<file path="config.mk">
export PLATFORM = sky130hd
export DESIGN_NAME = spi_slave
export DESIGN_NICKNAME = d
export VERILOG_FILES = /design/src/rtl/spi_slave_pkg.sv /design/src/rtl/spi_slave_sync.sv /design/src/rtl/spi_slave.sv
export SDC_FILE = /design/constraint.sdc
export NUM_CORES = 1
export LEC_CHECK = 0
export ABC_AREA = 1
export BUFFER_PORTS_ARGS = -buffer_cell sky130_fd_sc_hd__buf_2
export CORE_MARGIN = 3
export CORE_UTILIZATION = 50
export CTS_CLUSTER_SIZE = 16
export DETAILED_ROUTE_END_ITERATION = 16
export HOLD_SLACK_MARGIN = 0.08
export PLACE_DENSITY_LB_ADDON = 0.12
export SKIP_CTS_REPAIR_TIMING = 1
export SLEW_MARGIN = 20
export SYNTH_ARGS = -nofsm -noshare
export SYNTH_HDL_FRONTEND = slang
export SYNTH_SLANG_ARGS = --single-unit
</file>
<file path="constraint.sdc">
create_clock -name clk -period 1.95 [get_ports clk]
set_input_delay 0.4875 -clock clk [delete_from_list [all_inputs] [get_ports clk]]
set_output_delay 0.4875 -clock clk [all_outputs]
set_load 0.03 [all_outputs]
</file>
<file path="src/rtl/spi_slave_pkg.sv">
// rtl/spi_slave_pkg.sv - shared frame-width default and FSM state encoding for spi_slave
package spi_slave_pkg;

  localparam int unsigned SPI_DW          = 8;
  localparam int unsigned SPI_SYNC_STAGES = 2;

  typedef enum logic {
    ST_IDLE   = 1'b0,
    ST_ACTIVE = 1'b1
  } spi_state_e;

endpackage

</file>
<file path="src/rtl/spi_slave_sync.sv">
// rtl/spi_slave_sync.sv - multi-flop synchronizer with rise/fall edge detection
//   clk_i, rst_i : clock, synchronous active-high reset
//   d_i          : asynchronous input
//   q_o          : synchronized level
//   rise_o/fall_o: one-cycle pulses on edges of the synchronized level
module spi_slave_sync #(
  parameter int unsigned STAGES  = 2,
  parameter logic        RST_VAL = 1'b0
) (
  input  logic clk_i,
  input  logic rst_i,
  input  logic d_i,
  output logic q_o,
  output logic rise_o,
  output logic fall_o
);

  logic [STAGES-1:0] sync_q;
  logic              prev_q;

  always_ff @(posedge clk_i) begin
    if (rst_i) begin
      sync_q <= {STAGES{RST_VAL}};
      prev_q <= RST_VAL;
    end else begin
      sync_q <= (sync_q << 1) | STAGES'(d_i);
      prev_q <= sync_q[STAGES-1];
    end
  end

  assign q_o    = sync_q[STAGES-1];
  assign rise_o = q_o & ~prev_q;
  assign fall_o = ~q_o & prev_q;

endmodule

</file>
<file path="src/rtl/spi_slave.sv">
// rtl/spi_slave.sv - SPI mode-0 slave with one-entry TX buffer and RX valid/ready output
//   clk, rst                 : system clock, synchronous active-high reset
//   spi_sck_i/mosi_i/cs_i    : asynchronous SPI inputs (CS active low)
//   spi_miso_o/spi_miso_oe_o : slave data out and its output enable
//   tx_data_i/valid_i/ready_o: TX byte handshake into the one-entry buffer
//   rx_data_o/valid_o/ready_i: received byte handshake
//   rx_overrun_o/tx_underrun_o: one-cycle error pulses
//   busy_o                   : frame selected
module spi_slave
  import spi_slave_pkg::*;
#(
  parameter int unsigned DW          = SPI_DW,
  parameter int unsigned SYNC_STAGES = SPI_SYNC_STAGES
) (
  input  logic          clk,
  input  logic          rst,
  input  logic          spi_sck_i,
  input  logic          spi_mosi_i,
  input  logic          spi_cs_i,
  output logic          spi_miso_o,
  output logic          spi_miso_oe_o,
  input  logic [DW-1:0] tx_data_i,
  input  logic          tx_valid_i,
  output logic          tx_ready_o,
  output logic [DW-1:0] rx_data_o,
  output logic          rx_valid_o,
  input  logic          rx_ready_i,
  output logic          rx_overrun_o,
  output logic          tx_underrun_o,
  output logic          busy_o
);

  localparam int unsigned CW = (DW > 1) ? $clog2(DW) : 1;

  logic sck_rise, sck_fall, mosi_q, cs_q, cs_fall;
  logic unused_sck_q, unused_mosi_rise, unused_mosi_fall, unused_cs_rise;

  spi_slave_sync #(.STAGES(SYNC_STAGES), .RST_VAL(1'b0)) u_sync_sck (
    .clk_i(clk), .rst_i(rst), .d_i(spi_sck_i),
    .q_o(unused_sck_q), .rise_o(sck_rise), .fall_o(sck_fall)
  );

  spi_slave_sync #(.STAGES(SYNC_STAGES), .RST_VAL(1'b0)) u_sync_mosi (
    .clk_i(clk), .rst_i(rst), .d_i(spi_mosi_i),
    .q_o(mosi_q), .rise_o(unused_mosi_rise), .fall_o(unused_mosi_fall)
  );

  spi_slave_sync #(.STAGES(SYNC_STAGES), .RST_VAL(1'b1)) u_sync_cs (
    .clk_i(clk), .rst_i(rst), .d_i(spi_cs_i),
    .q_o(cs_q), .rise_o(unused_cs_rise), .fall_o(cs_fall)
  );

  spi_state_e    state_q, state_d;
  logic [CW-1:0] bit_cnt_q, bit_cnt_d;
  logic [DW-2:0] rx_shift_q, rx_shift_d;
  logic [DW-1:0] rx_data_q, rx_data_d;
  logic          rx_valid_q, rx_valid_d;
  logic          rx_ovr_q, rx_ovr_d;
  logic [DW-1:0] tx_shift_q, tx_shift_d;
  logic [DW-1:0] buf_q, buf_d;
  logic          buf_valid_q, buf_valid_d;
  logic          tx_udr_q, tx_udr_d;
  logic          load_pend_q, load_pend_d;
  logic          tx_load;

  always_comb begin
    state_d     = state_q;
    bit_cnt_d   = bit_cnt_q;
    rx_shift_d  = rx_shift_q;
    rx_data_d   = rx_data_q;
    rx_valid_d  = rx_valid_q;
    rx_ovr_d    = 1'b0;
    tx_shift_d  = tx_shift_q;
    buf_d       = buf_q;
    buf_valid_d = buf_valid_q;
    tx_udr_d    = 1'b0;
    load_pend_d = load_pend_q;
    tx_load     = 1'b0;

    if (rx_valid_q && rx_ready_i) begin
      rx_valid_d = 1'b0;
    end

    unique case (state_q)
      ST_IDLE: begin
        if (cs_fall) begin
          state_d     = ST_ACTIVE;
          bit_cnt_d   = '0;
          load_pend_d = 1'b0;
          tx_load     = 1'b1;
        end
      end
      ST_ACTIVE: begin
        if (cs_q) begin
          // Abort: partial RX bits are simply never delivered, shifter contents dropped.
          state_d     = ST_IDLE;
          bit_cnt_d   = '0;
          load_pend_d = 1'b0;
          tx_shift_d  = '0;
        end else begin
          if (sck_rise) begin
            rx_shift_d = (rx_shift_q << 1) | (DW-1)'(mosi_q);
            if (bit_cnt_q == CW'(DW - 1)) begin
              bit_cnt_d   = '0;
              load_pend_d = 1'b1;
              rx_data_d   = {rx_shift_q, mosi_q};
              rx_valid_d  = 1'b1;
              rx_ovr_d    = rx_valid_q && !rx_ready_i;
            end else begin
              bit_cnt_d = bit_cnt_q + CW'(1);
            end
          end
          // The falling edge that closes a byte reloads instead of shifting.
          if (sck_fall) begin
            if (load_pend_q) begin
              tx_load     = 1'b1;
              load_pend_d = 1'b0;
            end else begin
              tx_shift_d = tx_shift_q << 1;
            end
          end
        end
      end
      default: state_d = ST_IDLE;
    endcase

    // Loads look only at the registered buffer; a byte accepted this same
    // cycle lands in the buffer for the next load.
    if (tx_load) begin
      if (buf_valid_q) begin
        tx_shift_d = buf_q;
      end else begin
        tx_shift_d = '0;
        tx_udr_d   = 1'b1;
      end
      buf_valid_d = 1'b0;
    end

    if (tx_valid_i && !buf_valid_q) begin
      buf_d       = tx_data_i;
      buf_valid_d = 1'b1;
    end
  end

  always_ff @(posedge clk) begin
    if (rst) begin
      state_q     <= ST_IDLE;
      bit_cnt_q   <= '0;
      rx_shift_q  <= '0;
      rx_data_q   <= '0;
      rx_valid_q  <= 1'b0;
      rx_ovr_q    <= 1'b0;
      tx_shift_q  <= '0;
      buf_q       <= '0;
      buf_valid_q <= 1'b0;
      tx_udr_q    <= 1'b0;
      load_pend_q <= 1'b0;
    end else begin
      state_q     <= state_d;
      bit_cnt_q   <= bit_cnt_d;
      rx_shift_q  <= rx_shift_d;
      rx_data_q   <= rx_data_d;
      rx_valid_q  <= rx_valid_d;
      rx_ovr_q    <= rx_ovr_d;
      tx_shift_q  <= tx_shift_d;
      buf_q       <= buf_d;
      buf_valid_q <= buf_valid_d;
      tx_udr_q    <= tx_udr_d;
      load_pend_q <= load_pend_d;
    end
  end

  assign busy_o        = (state_q == ST_ACTIVE);
  assign spi_miso_oe_o = busy_o;
  assign spi_miso_o    = busy_o & tx_shift_q[DW-1];
  assign tx_ready_o    = ~buf_valid_q;
  assign rx_data_o     = rx_data_q;
  assign rx_valid_o    = rx_valid_q;
  assign rx_overrun_o  = rx_ovr_q;
  assign tx_underrun_o = tx_udr_q;

endmodule
</file>
==> impl_metrics.csv <==
group,metric,value,unit
layout,antenna_cells,0,
synthesis,ys_types,25,
layout,final_common_cell,"dfxtp_1",
pwr,total_power,1.78,mW
layout,drive_above_1_share,20.7,%
detailed_routing,route.detailed.drc,0,
worst_hold_path,hold_class,"primary input to register",
detailed_routing,wirelength,3480,µm
detailed_routing,dr_total_vias,1559,
clock_network,cts.path.max_buffers,2,
clock_network,insertion_delay,300,ps
setup_path,cp-start-kind,"register",
timing,rsz0062_at_grt,"no",
detailed_routing,wl_per_cell,10.8,µm
timing,fin_hold_ws,375,ps
clock_network,cts_max_level,2,
synthesis,ys_ff_latch,48,
place,numPortBuffers,29,
pwr,p_leak,1.03,nW
grt,grt_pass1_vias,1376,
detailed_routing,via_per_inst,4.84,
place,dp.cells,315,
setup_path,arrival,1920,ps
floorplan,fp.dieW,67.6,µm
timing,hold_violations,0,
floorplan,pin_count,30,
detailed_routing,final_antenna_net_count,0,
grt,grt_usage,17.2,%
synthesis,synth.yosys.seq_area_share,50.7,%
timing,setup_tns,0,ps
timing,setup-violations-final,0,
layout,syn2layout_area_growth,13.4,%
detailed_routing,dr.pass1.iters,4,
grt,grt-ovfl-total,0,
setup_path,end_kind,"register",
clock_network,path_clk_slew,80,ps
place,routabilityCongestion,0.748,
grt,antenna_found_initial,0,
timing,slew_headroom,72.8,%
clock_network,numCtsBuffers,5,
status,status,"completed",
floorplan,initial_utilization,54.2,%
synthesis,syn_area,1900,µm²
layout,final_nets,293,
clock_network,cts_tree,"done",
grt,grt_pass1_wl,5790,µm
synthesis,avgSynthCellArea,7.64,µm²
grt,grt_max_degree,28,
setup_path,ff2ff_path_depth,9,
timing,drv_slew,0,
timing,finalCritPeriodShare,85.8,%
timing,finClkSkew,8.54,ps
floorplan,rows,21,
timing,max_freq,598,MHz
timing,finalCriticalPeriod,1670,ps
layout,fin_cells,322,
timing,worstMarginPinSlew,407,ps
setup_path,required,2190,ps
pwr,ir_drop,0.000640,V
floorplan,die_h,67.6,µm
floorplan,dieArea,4570,µm²
layout,final_cell_mix,"dfxtp_1 (48), nand2_1 (46), nor2_1 (41), buf_2 (29), inv_1 (20)",
detailed_routing,dr.first_iter.drc_count,107,
pwr,powerDensity,827,nW/µm²
clock_network,root_buffer,"clkbuf_8",
synthesis,ys_warn_count,0,
layout,fin_util,61.5,%
floorplan,coreArea,3490,µm²
synthesis,synth_fp_nets,265,
synthesis,synthCells,248,
worst_hold_path,worstHoldPathCells,2,
place,dp_hpwl,2500,µm
setup_path,crit_type,"register to register",
clock_network,cts_sinks,48,
setup_path,crit_path_max_fanout,14,
job,maxCapViolCount,0,
layout,nFillCells,342,
[cell type report]
cell class,instances,area (µm²),area share (%)
Sequential cell,48,961,44.7
Multi-Input combinational cell,163,777,36.1
Timing Repair Buffer,30,153,7.10
Inverter,28,105,4.89
Clock buffer,7,96.3,4.48
Tap cell,46,57.6,2.68
[synthesized netlist by cell type]
master	count	area, µm²
nand2_2	4	25.0
a21oi_1	14	70.1
o21ai_0	12	60.1
nand3_2	3	30.0
or2_1	1	6.26
inv_2	8	30.0
buf_2	3	15.0
buf_4	2	15.0
ha_1	2	25.0
nand3b_1	1	7.51
nor2_1	41	154
inv_1	20	75.1
dfxtp_1	48	961
nor3_1	1	5.00
or2_2	2	12.5
o211ai_1	1	7.51
nor3b_2	1	12.5
nor2_8	1	20.0
o21ai_1	12	60.1
nand3_1	19	95.1
clkbuf_1	3	11.3
nand2_1	46	173
buf_6	1	11.3
a211oi_1	1	7.51
nor2_2	1	6.26
[registers in the layout, summed over array words and instances, names as in the netlist, 2 cells and up]
signal,cells
u_sync_mosi.sync_q,2
rx_data_o,8
u_sync_cs.sync_q,2
buf_q,8
bit_cnt_q,3
rx_shift_q,7
tx_shift_q,8
u_sync_sck.sync_q,2
[final timing paths]
kind                                            start                     to  slack [ps]
worst max register to register    u_sync_cs.sync_q[1]          tx_shift_q[6]         280
worst min register to register  u_sync_mosi.sync_q[0]  u_sync_mosi.sync_q[1]         410
worst min-delay path                         spi_cs_i    u_sync_cs.sync_q[0]         380
worst max-delay path              u_sync_cs.sync_q[1]          tx_shift_q[6]         280
[through the flow]
step | instance area, µm² | worst slack (ps)
CTS | 2150 | 263
global route | 2150 | 64.6
detailed placement | 2050 | 274
global placement | 2050 | 287
floorplan | 1900 | 503
finish | 2150 | 277
[metal layers]
layer | global-route usage [%] | part of all wire [%] | vias to the layer above
met5 | 0 | 0 | -
met4 | 7.59 | 1.7 | 0
met3 | 5.99 | 3.8 | 8
met2 | 28.9 | 50 | 24
met1 | 19.5 | 45 | 686
li1 | - | - | 841
[where the power goes]
part,internal [mW],total [mW],switching [mW]
logic,0.0473,0.133,0.0856
registers,1.01,1.03,0.0177
clock network,0.316,0.611,0.296
total,1.38,1.78,0.399
[logic make-up (layout without fill, tap and decap cells)]
| group | after synthesis | count (layout) | share of synthesized area (%) |
|---|---|---|---|
| adders and majority gates | 2 | 2 | 1.32 |
| DFF | 48 | 48 | 50.7 |
| and+or+nand+nor | 121 | 121 | 28.8 |
| AOI/OAI and AO/OA | 40 | 40 | 10.8 |
| buffers and inverters | 37 | 65 | 8.32 |
[critical path, stage by stage, from the launching register on]
cell,delay (ps)
dfxtp_1,310
inv_2,190
nand2_1,160
nand2_1,110
nand2_2,200
nand3_2,120
nand3_2,220
nand2_1,140
nand2_1,70
nor2_2,80
No activity file was read; power rests on OpenSTA's default activity.
